--- src/rtl/ov7670_capture_pkg.sv ---
// Shared types and helpers for the OV7670 capture path: state encoding,
// default frame geometry and the RGB565 -> RGB332 pixel packing.
package ov7670_capture_pkg;

    localparam int H_PIX_DEF   = 320;
    localparam int V_LINES_DEF = 240;
    localparam int FRAME_PIX   = H_PIX_DEF * V_LINES_DEF;

    typedef enum logic [1:0] {
        WAIT_SYNC,
        SKIP,
        ARMED,
        CAPTURE
    } cap_state_e;

    // rg_hi = {R[4:2], G[5:3]} taken from the first byte, b_hi = B[4:3] from the second
    function automatic logic [7:0] rgb565_to_332(input logic [5:0] rg_hi,
                                                 input logic [1:0] b_hi);
        return {rg_hi, b_hi};
    endfunction

endpackage

--- src/rtl/ov7670_pixel_pack.sv ---
// Camera input register stage, byte-phase tracking and RGB332 pixel assembly.
// pix_valid_o is combinational so the top can register the write strobe directly.
module ov7670_pixel_pack
    import ov7670_capture_pkg::*;
(
    input  logic       dclk,
    input  logic       clr,
    input  logic       vsync_i,
    input  logic       href_i,
    input  logic [7:0] d_i,
    input  logic       cap_en_i,
    output logic       vs_o,
    output logic       vs_rise_o,
    output logic       hr_fall_o,
    output logic       pix_valid_o,
    output logic [7:0] pix_o
);

    logic       vs_q;
    logic       vs_prev_q;
    logic       hr_q;
    logic       hr_prev_q;
    logic [7:0] d_q;
    logic       phase_q;
    logic [5:0] b1_q;

    always_ff @(posedge dclk) begin
        if (clr) begin
            vs_q      <= 1'b0;
            vs_prev_q <= 1'b0;
            hr_q      <= 1'b0;
            hr_prev_q <= 1'b0;
            d_q       <= 8'd0;
            phase_q   <= 1'b0;
            b1_q      <= 6'd0;
        end else begin
            vs_q      <= vsync_i;
            vs_prev_q <= vs_q;
            hr_q      <= href_i;
            hr_prev_q <= hr_q;
            d_q       <= d_i;
            // Phase is forced to 0 outside an active line, so an odd trailing byte is dropped
            phase_q   <= (cap_en_i && hr_q) ? ~phase_q : 1'b0;
            if (cap_en_i && hr_q && !phase_q) begin
                b1_q <= {d_q[7:5], d_q[2:0]};
            end
        end
    end

    assign vs_o        = vs_q;
    assign vs_rise_o   = vs_q & ~vs_prev_q;
    assign hr_fall_o   = hr_prev_q & ~hr_q;
    assign pix_valid_o = cap_en_i & hr_q & phase_q;
    assign pix_o       = rgb565_to_332(b1_q, d_q[4:3]);

endmodule

--- src/rtl/ov7670_capture.sv ---
// OV7670 capture top: frame/line alignment FSM, frame-buffer address generation
// and sticky line/frame geometry error flags.
module ov7670_capture
    import ov7670_capture_pkg::*;
#(
    parameter int H_PIX       = H_PIX_DEF,
    parameter int V_LINES     = V_LINES_DEF,
    parameter int ADDR_W      = 17,
    parameter int SKIP_FRAMES = 2
) (
    input  logic              dclk,
    input  logic              clr,
    input  logic              vsync,
    input  logic              href,
    input  logic [7:0]        d,
    output logic              we,
    output logic [ADDR_W-1:0] addr,
    output logic [7:0]        dout,
    output logic              frame_done,
    output logic              line_err,
    output logic              frame_err
);

    localparam int NPIX = H_PIX * V_LINES;
    localparam int PW   = $clog2(H_PIX + 1);
    localparam int LW   = $clog2(V_LINES + 1);
    localparam int SW   = (SKIP_FRAMES > 1) ? $clog2(SKIP_FRAMES) : 1;

    localparam logic [PW-1:0]     PIX_FULL  = PW'(H_PIX);
    localparam logic [LW-1:0]     LINE_FULL = LW'(V_LINES);
    localparam logic [ADDR_W-1:0] LAST_ADDR = ADDR_W'(NPIX - 1);
    localparam logic [SW-1:0]     SKIP_LAST = SW'((SKIP_FRAMES > 0) ? SKIP_FRAMES - 1 : 0);

    cap_state_e        state_q;
    logic [SW-1:0]     skip_q;
    logic [PW-1:0]     pix_cnt_q;
    logic [LW-1:0]     line_cnt_q;
    logic [ADDR_W-1:0] addr_q;
    logic              full_q;
    logic              ovf_q;
    logic              pend_q;
    logic              we_q;
    logic [7:0]        dout_q;
    logic              done_q;
    logic              line_err_q;
    logic              frame_err_q;

    logic       vs_lvl;
    logic       vs_rise;
    logic       hr_fall;
    logic       pix_valid;
    logic [7:0] pix;

    ov7670_pixel_pack u_pack (
        .dclk        (dclk),
        .clr         (clr),
        .vsync_i     (vsync),
        .href_i      (href),
        .d_i         (d),
        .cap_en_i    (state_q == CAPTURE),
        .vs_o        (vs_lvl),
        .vs_rise_o   (vs_rise),
        .hr_fall_o   (hr_fall),
        .pix_valid_o (pix_valid),
        .pix_o       (pix)
    );

    // Counts as they stand once this cycle's pending pixel and line end are folded in
    logic [PW-1:0] pix_cnt_d;
    logic [LW-1:0] line_cnt_d;
    logic          ovf_d;

    always_comb begin
        // NOTE: every always_comb output gets a default first so no path can infer a latch.
        pix_cnt_d  = pix_cnt_q;
        line_cnt_d = line_cnt_q;
        ovf_d      = ovf_q | (pix_valid & full_q);
        if (pend_q && pix_cnt_q != '1) begin
            pix_cnt_d = pix_cnt_q + 1'b1;
        end
        if (hr_fall && line_cnt_q != '1) begin
            line_cnt_d = line_cnt_q + 1'b1;
        end
    end

    always_ff @(posedge dclk) begin
        if (clr) begin
            state_q     <= WAIT_SYNC;
            skip_q      <= '0;
            pix_cnt_q   <= '0;
            line_cnt_q  <= '0;
            addr_q      <= '0;
            full_q      <= 1'b0;
            ovf_q       <= 1'b0;
            pend_q      <= 1'b0;
            we_q        <= 1'b0;
            dout_q      <= 8'd0;
            done_q      <= 1'b0;
            line_err_q  <= 1'b0;
            frame_err_q <= 1'b0;
        end else begin
            // NOTE: sequential state uses non-blocking assignments only, so the
            // order of statements below never changes what a register sees.
            we_q   <= 1'b0;
            done_q <= 1'b0;
            unique case (state_q)
                WAIT_SYNC: begin
                    if (vs_rise) begin
                        skip_q  <= '0;
                        state_q <= (SKIP_FRAMES == 0) ? ARMED : SKIP;
                    end
                end
                SKIP: begin
                    if (vs_rise) begin
                        if (skip_q == SKIP_LAST) begin
                            state_q <= ARMED;
                        end else begin
                            skip_q <= skip_q + 1'b1;
                        end
                    end
                end
                ARMED: begin
                    addr_q     <= '0;
                    pix_cnt_q  <= '0;
                    line_cnt_q <= '0;
                    full_q     <= 1'b0;
                    ovf_q      <= 1'b0;
                    pend_q     <= 1'b0;
                    if (!vs_lvl) begin
                        state_q <= CAPTURE;
                    end
                end
                CAPTURE: begin
                    pend_q <= pix_valid;
                    ovf_q  <= ovf_d;
                    if (pix_valid) begin
                        if (full_q) begin
                            frame_err_q <= 1'b1;
                        end else begin
                            we_q   <= 1'b1;
                            dout_q <= pix;
                        end
                    end
                    // Address holds at the last location rather than wrapping
                    if (we_q) begin
                        if (addr_q == LAST_ADDR) begin
                            full_q <= 1'b1;
                        end else begin
                            addr_q <= addr_q + 1'b1;
                        end
                    end
                    pix_cnt_q <= pix_cnt_d;
                    if (hr_fall) begin
                        if (pix_cnt_d != PIX_FULL) begin
                            line_err_q <= 1'b1;
                        end
                        line_cnt_q <= line_cnt_d;
                        pix_cnt_q  <= '0;
                    end
                    if (vs_rise) begin
                        if (line_cnt_d == LINE_FULL && !ovf_d) begin
                            done_q <= 1'b1;
                        end else begin
                            frame_err_q <= 1'b1;
                        end
                        state_q <= ARMED;
                    end
                end
                default: state_q <= WAIT_SYNC;
            endcase
        end
    end

    assign we         = we_q;
    assign addr       = addr_q;
    assign dout       = dout_q;
    assign frame_done = done_q;
    assign line_err   = line_err_q;
    assign frame_err  = frame_err_q;

endmodule

--- config.mk ---
export PLATFORM = sky130hd
export DESIGN_NAME = ov7670_capture
export DESIGN_NICKNAME = d
export VERILOG_FILES = /design/src/rtl/ov7670_capture_pkg.sv /design/src/rtl/ov7670_pixel_pack.sv /design/src/rtl/ov7670_capture.sv
export SDC_FILE = /design/constraint.sdc
export NUM_CORES = 1
export LEC_CHECK = 0
export CAP_MARGIN = 20
export CORE_AREA = 8 8 99 101
export DETAILED_ROUTE_END_ITERATION = 8
export DIE_AREA = 0 0 107 109
export HOLD_SLACK_MARGIN = 0.1
export PLACE_DENSITY = 0.67
export SYNTH_ARGS = -nofsm -noshare
export SYNTH_HDL_FRONTEND = slang
export SYNTH_SLANG_ARGS = --single-unit
--- constraint.sdc ---
create_clock -name dclk -period 4.6 [get_ports dclk]
set_clock_uncertainty 0.1 [all_clocks]
set_input_delay 0.92 -clock dclk [delete_from_list [all_inputs] [get_ports dclk]]
set_output_delay 0.92 -clock dclk [all_outputs]
set_load 0.1 [all_outputs]
# Yosys cells after proc, flatten, opt, wreduce, memory -nomap -nowiden
# Index checks and enable logic that the tools add are counted.
[word_totals]
word_cells = 105
reg_bits = 71
inputBits = 12
output_inout_bits = 29
[op_classes]
n_reduce_logical = 20
n_eq_ne = 17
mux = 30
bitwise = 14
addsub = 4
[ops]
columns = ["op", "count"]
rows = [
  ["$mux W17", 2],
  ["$pmux W17 S2", 1],
  ["$mux W9", 2],
  ["$ne A9 B9 Y1 const B", 2],
  ["$pmux W9 S2", 1],
  ["$add A17 B1 Y17 const B", 1],
  ["$eq A17 B17 Y1 const B", 1],
  ["$mux W8", 2],
  ["$pmux W8 S2", 1],
  ["$reduce_and A3 Y1", 5],
  ["$ne A2 B2 Y1 const B", 7],
  ["$mux W1", 11],
  ["$mux W2", 5],
  ["$add A9 B1 Y9 const B", 1],
  ["$add A8 B1 Y8 const B", 1],
  ["$eq A8 B8 Y1 const B", 1],
  ["$ne A8 B8 Y1 const B", 1],
  ["$not A1 Y1", 8],
  ["$pmux W1 S2", 4],
  ["$pmux W2 S4", 1],
  ["$reduce_or A3 Y1", 2],
  ["$and A1 B1 Y1", 5],
  ["$logic_and A1 B1 Y1", 5],
  ["$reduce_and A5 Y1", 1],
  ["10 further kinds", 14],
]

# Longest topological paths before layout
[depth]
word_depth = 9
ltp_mapped = 12
mapped_depth_nobuf = 10

# By module
# A second synthesis with hierarchy kept.
[unflattened]
cells_unflattened = 393
area_unflattened_um2 = 3359.5
[modules_own_cells]
columns = ["mod", "cells_per_inst", "n_inst", "area_each_um2", "seq_area_each_um2"]
rows = [
  ["ov7670_capture", 334, 1, 2693.8, 1041.0],
  ["ov7670_pixel_pack", 59, 1, 665.6, 380.4],
]

# Worst setup path before layout
# Ideal clock, no wire load.
[synth_timing]
path_type = "reg-to-reg"
from = "register addr_q[13], in the netlist addr[13]"
to = "register addr_q[9], in the netlist addr[9]"
arrival_ns = 2.423
t_required_ns = 4.372
path_buffers = 0
setup_ns = 0.128
path_slack_ns = 1.950
stages_incl_launch_ff = 7
cell_sequence = "dfxtp_1 or4b_4 o41ai_4 a31oi_4 nand4_1 xor2_1 nor2_1"
[synth_via]
elab_chain_cells = 3
[synth_lines]
columns = ["item", "line", "text"]
rows = [
  ["start, declared", "ov7670_capture.sv:38", "logic [ADDR_W-1:0] addr_q;"],
  ["start signal, assigned", "ov7670_capture.sv:149", "addr_q <= addr_q + 1'b1;"],
  ["$eq A17 B17 Y1", "ov7670_capture.sv:146", "if (addr_q == LAST_ADDR) begin"],
  ["$ne A2 B2 Y1 (no line)", "-", ""],
  ["$reduce_and A3 Y1 (no line)", "-", ""],
]
# Every way passes these cells.
# A chain may end at the register's enable or synchronous reset.

# Worst setup path in the final report
[layout_timing]
from = "register we_q, in the netlist we"
to = "output port we"
[layout_rtl]
columns = ["item", "line", "text"]
rows = [
  ["start, declared", "ov7670_capture.sv:42", "logic we_q;"],
  ["start signal, assigned", "ov7670_capture.sv:96", "we_q <= 1'b0;"],
  ["start signal, assigned", "ov7670_capture.sv:104", "we_q <= 1'b0;"],
  ["start signal, assigned", "ov7670_capture.sv:140", "we_q <= 1'b1;"],
  ["end, declared", "ov7670_capture.sv:16", "output logic we,"],
]
# No word-level cell between the ends.

==> impl_metrics.yaml <==
routing:
  postRouteWirelength_um: 6950
  drt_drc_violations_left: 0
  drt-vias-per-instance: 5.27
  detailroute.via_count: 2702
  antenna_violation_net_count_after_detailed_routing: 0
  detail_route.wl_per_cell_um: 13.6
  drt_pre_antenna_iters: 4
  drt-initial-drc-count: 124
placement:
  dp_hpwl_um: 4720
  place.gp.congestion: 0.823
  portBuffers: 40
  placed_cells_incl_taps: 496
timing:
  layout_min_cycle_time_ps: 3100
  worst_slew_margin_rel: 0.337
  timing_hold_violations_final: 0
  final_min_period_over_clock_period: 0.673
  timing.final.setup_violations: 0
  rsz0062_at_grt: "false"
  worst-slew-pin-transition_ps: 991
  setup-tns-final_ps: 0
  clock.fmax_mhz: 323
  final_max_slew_viol_count: 0
floorplanning:
  die_w_um: 107
  initial_core_util: 0.379
  core.rowCount: 34
  floorplan.die_area_um2: 11700
  chipHeight_um: 109
  design.core.area_um2: 8380
  ios: 41
critical_path:
  cp_slowest_stage_delay_ps: 1220
  r2r.worst_path.cells: 10
  startpoint_type_of_the_worst_setup_path: "register"
  critical_path_required_ps: 3580
  cp.arrival_ps: 2080
  worstSetupPathType: "reg2out"
  critical_path.max_fanout: 7
  cp-startpoint: "we$_SDFF_PP0_"
  crit-reg2reg-launch: "pix_cnt_q[0]$_SDFFE_PP0P_"
  cell_class_contributing_the_biggest_share_of_worst_path_delay: "buffers and inverters"
  crit_path_cell_trace: "clkdlybuf4s50_1"
  worstSetupPathDepth: 1
  timing.critical_path.buf_inv: 1
  endpoint_kind: "output pin"
  crit_slowest_cell: "sky130_fd_sc_hd__clkdlybuf4s50_1"
global_routing:
  global_route.usage.total: 0.124
  grt_pass1_wl_um: 11800
  use_met1: 0.148
  antenna_found_initial: 0
  vias_in_the_first_global_route: 2561
  gr-usage-met3: 0.0449
  grt.busiest_layer: "met2"
  global_route.usage.met2: 0.196
  grt_start_max_net_pins: 57
  remaining_global_route_overflow: 0
clock_tree:
  cts_hold_buf: 0
  cts_buffer_depth: 2
  post-cts-setup-buffers: 0
  clock_tree.htree_level_count: 3
  post_cts.resized_instances: 0
  cts_made_buffers: 9
  clock_tree_from_tritoncts: "done"
  worst_skew_pair.late_latency_ps: 350
  cts_root_buf: "sky130_fd_sc_hd__clkbuf_8"
  clk_pin_slew_worst_paths_ps: 80
  cts.sinks: 71
synth:
  synth-seq-area-share: 0.447
  ys_ff_latch: 71
  synth_async_sr_flop_share: 0
  synthesized_net_count: 381
  synth_warnings: 0
  synth_most_common_cell: "sky130_fd_sc_hd__dfxtp_1"
  netlist_area_um2: 3180
  count_of_flip_flops_with_a_built_in_enable_after_synthesis: 0
  most_area_hungry_cell_type_in_the_yosys_netlist: "sky130_fd_sc_hd__dfxtp_1"
  ys_types: 48
  postSynthAreaPerCell_um2: 8.71
  most_used_flip_flop_cell_after_synthesis: "sky130_fd_sc_hd__dfxtp_1"
  dominant_cells_by_area_after_synthesis: "sky130_fd_sc_hd__dfxtp_1, sky130_fd_sc_hd__nor2_1, sky130_fd_sc_hd__mux2i_1"
  postSynthCellCount: 365
  synth.top_cells.by_count: "sky130_fd_sc_hd__dfxtp_1, sky130_fd_sc_hd__nor2_1, sky130_fd_sc_hd__nand3_1, sky130_fd_sc_hd__a21oi_1, sky130_fd_sc_hd__o21ai_0"
  synthDominantCellAreaShare: 0.447
layout:
  fin_cells: 513
  num_antenna_cells: 0
  post_route_cells_drive_above_1_share: 0.0642
  layout.nets: 416
  layout_area_growth_over_synthesis_pct: 23.4
flow_run:
  drv_cap: 0
min_path:
  hold_path_depth: 2
  timing.hold.worst.start: "ovf_q$_SDFFE_PP0P_"
  hold_path_class: "reg2reg"
power_and_ir_drop:
  peakVddDrop_uv: 233
  p_per_area_nw_per_um2: 335
  power_mw: 1.31
  leakagePower_nw: 1.33
outcome:
  run_status: "complete, no violations"
## path summary, 6_finish.rpt
path / endpoint / slack (ps)
setup / recovery: we / 1500
hold reg to reg: ovf_q$_SDFFE_PP0P_ / 360
hold / removal: ovf_q$_SDFFE_PP0P_ / 360
setup reg to reg: pix_cnt_q[5]$_SDFFE_PP0P_ / 2150
## sequential cells by signal, indices dropped and copies added (netlist names), 2 cells and up
register     flops
addr            17
line_cnt_q       8
state_q          2
pix_cnt_q        9
dout             8
u_pack.b1_q      6
u_pack.d_q       8
## power by group
group,internal [mW],switching [mW],leakage (nW)
clock,0.417,0.245,0.130
sequential,0.620,0.00468,0.575
combinational,0.0139,0.0144,0.629
total,1.05,0.264,1.33
## layout by cell type (no fill, tap or decap), drive strengths merged, types with 5 or more instances in the layout
master	n
dfxtp	71
nor2	59
clkdlybuf4s50	39
nand3	23
a21oi	22
o21ai	19
nand2	18
nor2b	18
mux2i	14
xor2	14
clkbuf	9
nor3	7
inv	6
nand4	6
a211oi	6
a31oi	6
and3	5
## final cells by class
cell class                      count  area [um2]
Clock buffer                        9         124
Clock inverter                      7         145
Fill cell                         807        4460
Inverter                            6        22.5
Multi-Input combinational cell    270        1660
Sequential cell                    71        1420
Tap cell                          108         135
Timing Repair Buffer               42         410
## logic make-up (layout without fill, tap and decap cells)
kind of cell	count (synthesis)	count (layout)	share of synthesized area
AND/OR/NAND/NOR	159	159	0.250
AO/OA/AOI/OAI	75	75	0.164
flip-flops	71	71	0.447
buffers and inverters	24	64	0.0295
XOR/XNOR	18	18	0.0496
multiplexers	14	14	0.0441
adder cells (fa/ha/maj)	4	4	0.0157
## routing by layer
| layer | up-vias | part of all wire |
|---|---|---|
| met5 | - | 0 |
| met3 | 11 | 0.064 |
| met1 | 1270 | 0.48 |
| li1 | 1364 | - |
| met4 | 0 | 0.015 |
| met2 | 57 | 0.44 |
## per-stage QoR
| step | util | worst slack [ps] | hold slack, ps | area (um2) |
|---|---|---|---|---|
| 2_1_floorplan | - | 1950 | 321 | 3180 |
| 3_3_place_gp | 0.435 | 1880 | 342 | 3650 |
| 3_5_place_dp | 0.435 | 1870 | 351 | 3650 |
| 4_1_cts | 0.467 | 1480 | 372 | 3920 |
| 5_1_grt | 0.468 | 1440 | 394 | 3920 |
| 6_report | 0.468 | 1500 | 363 | 3920 |
(Power assumes the default switching activity.)
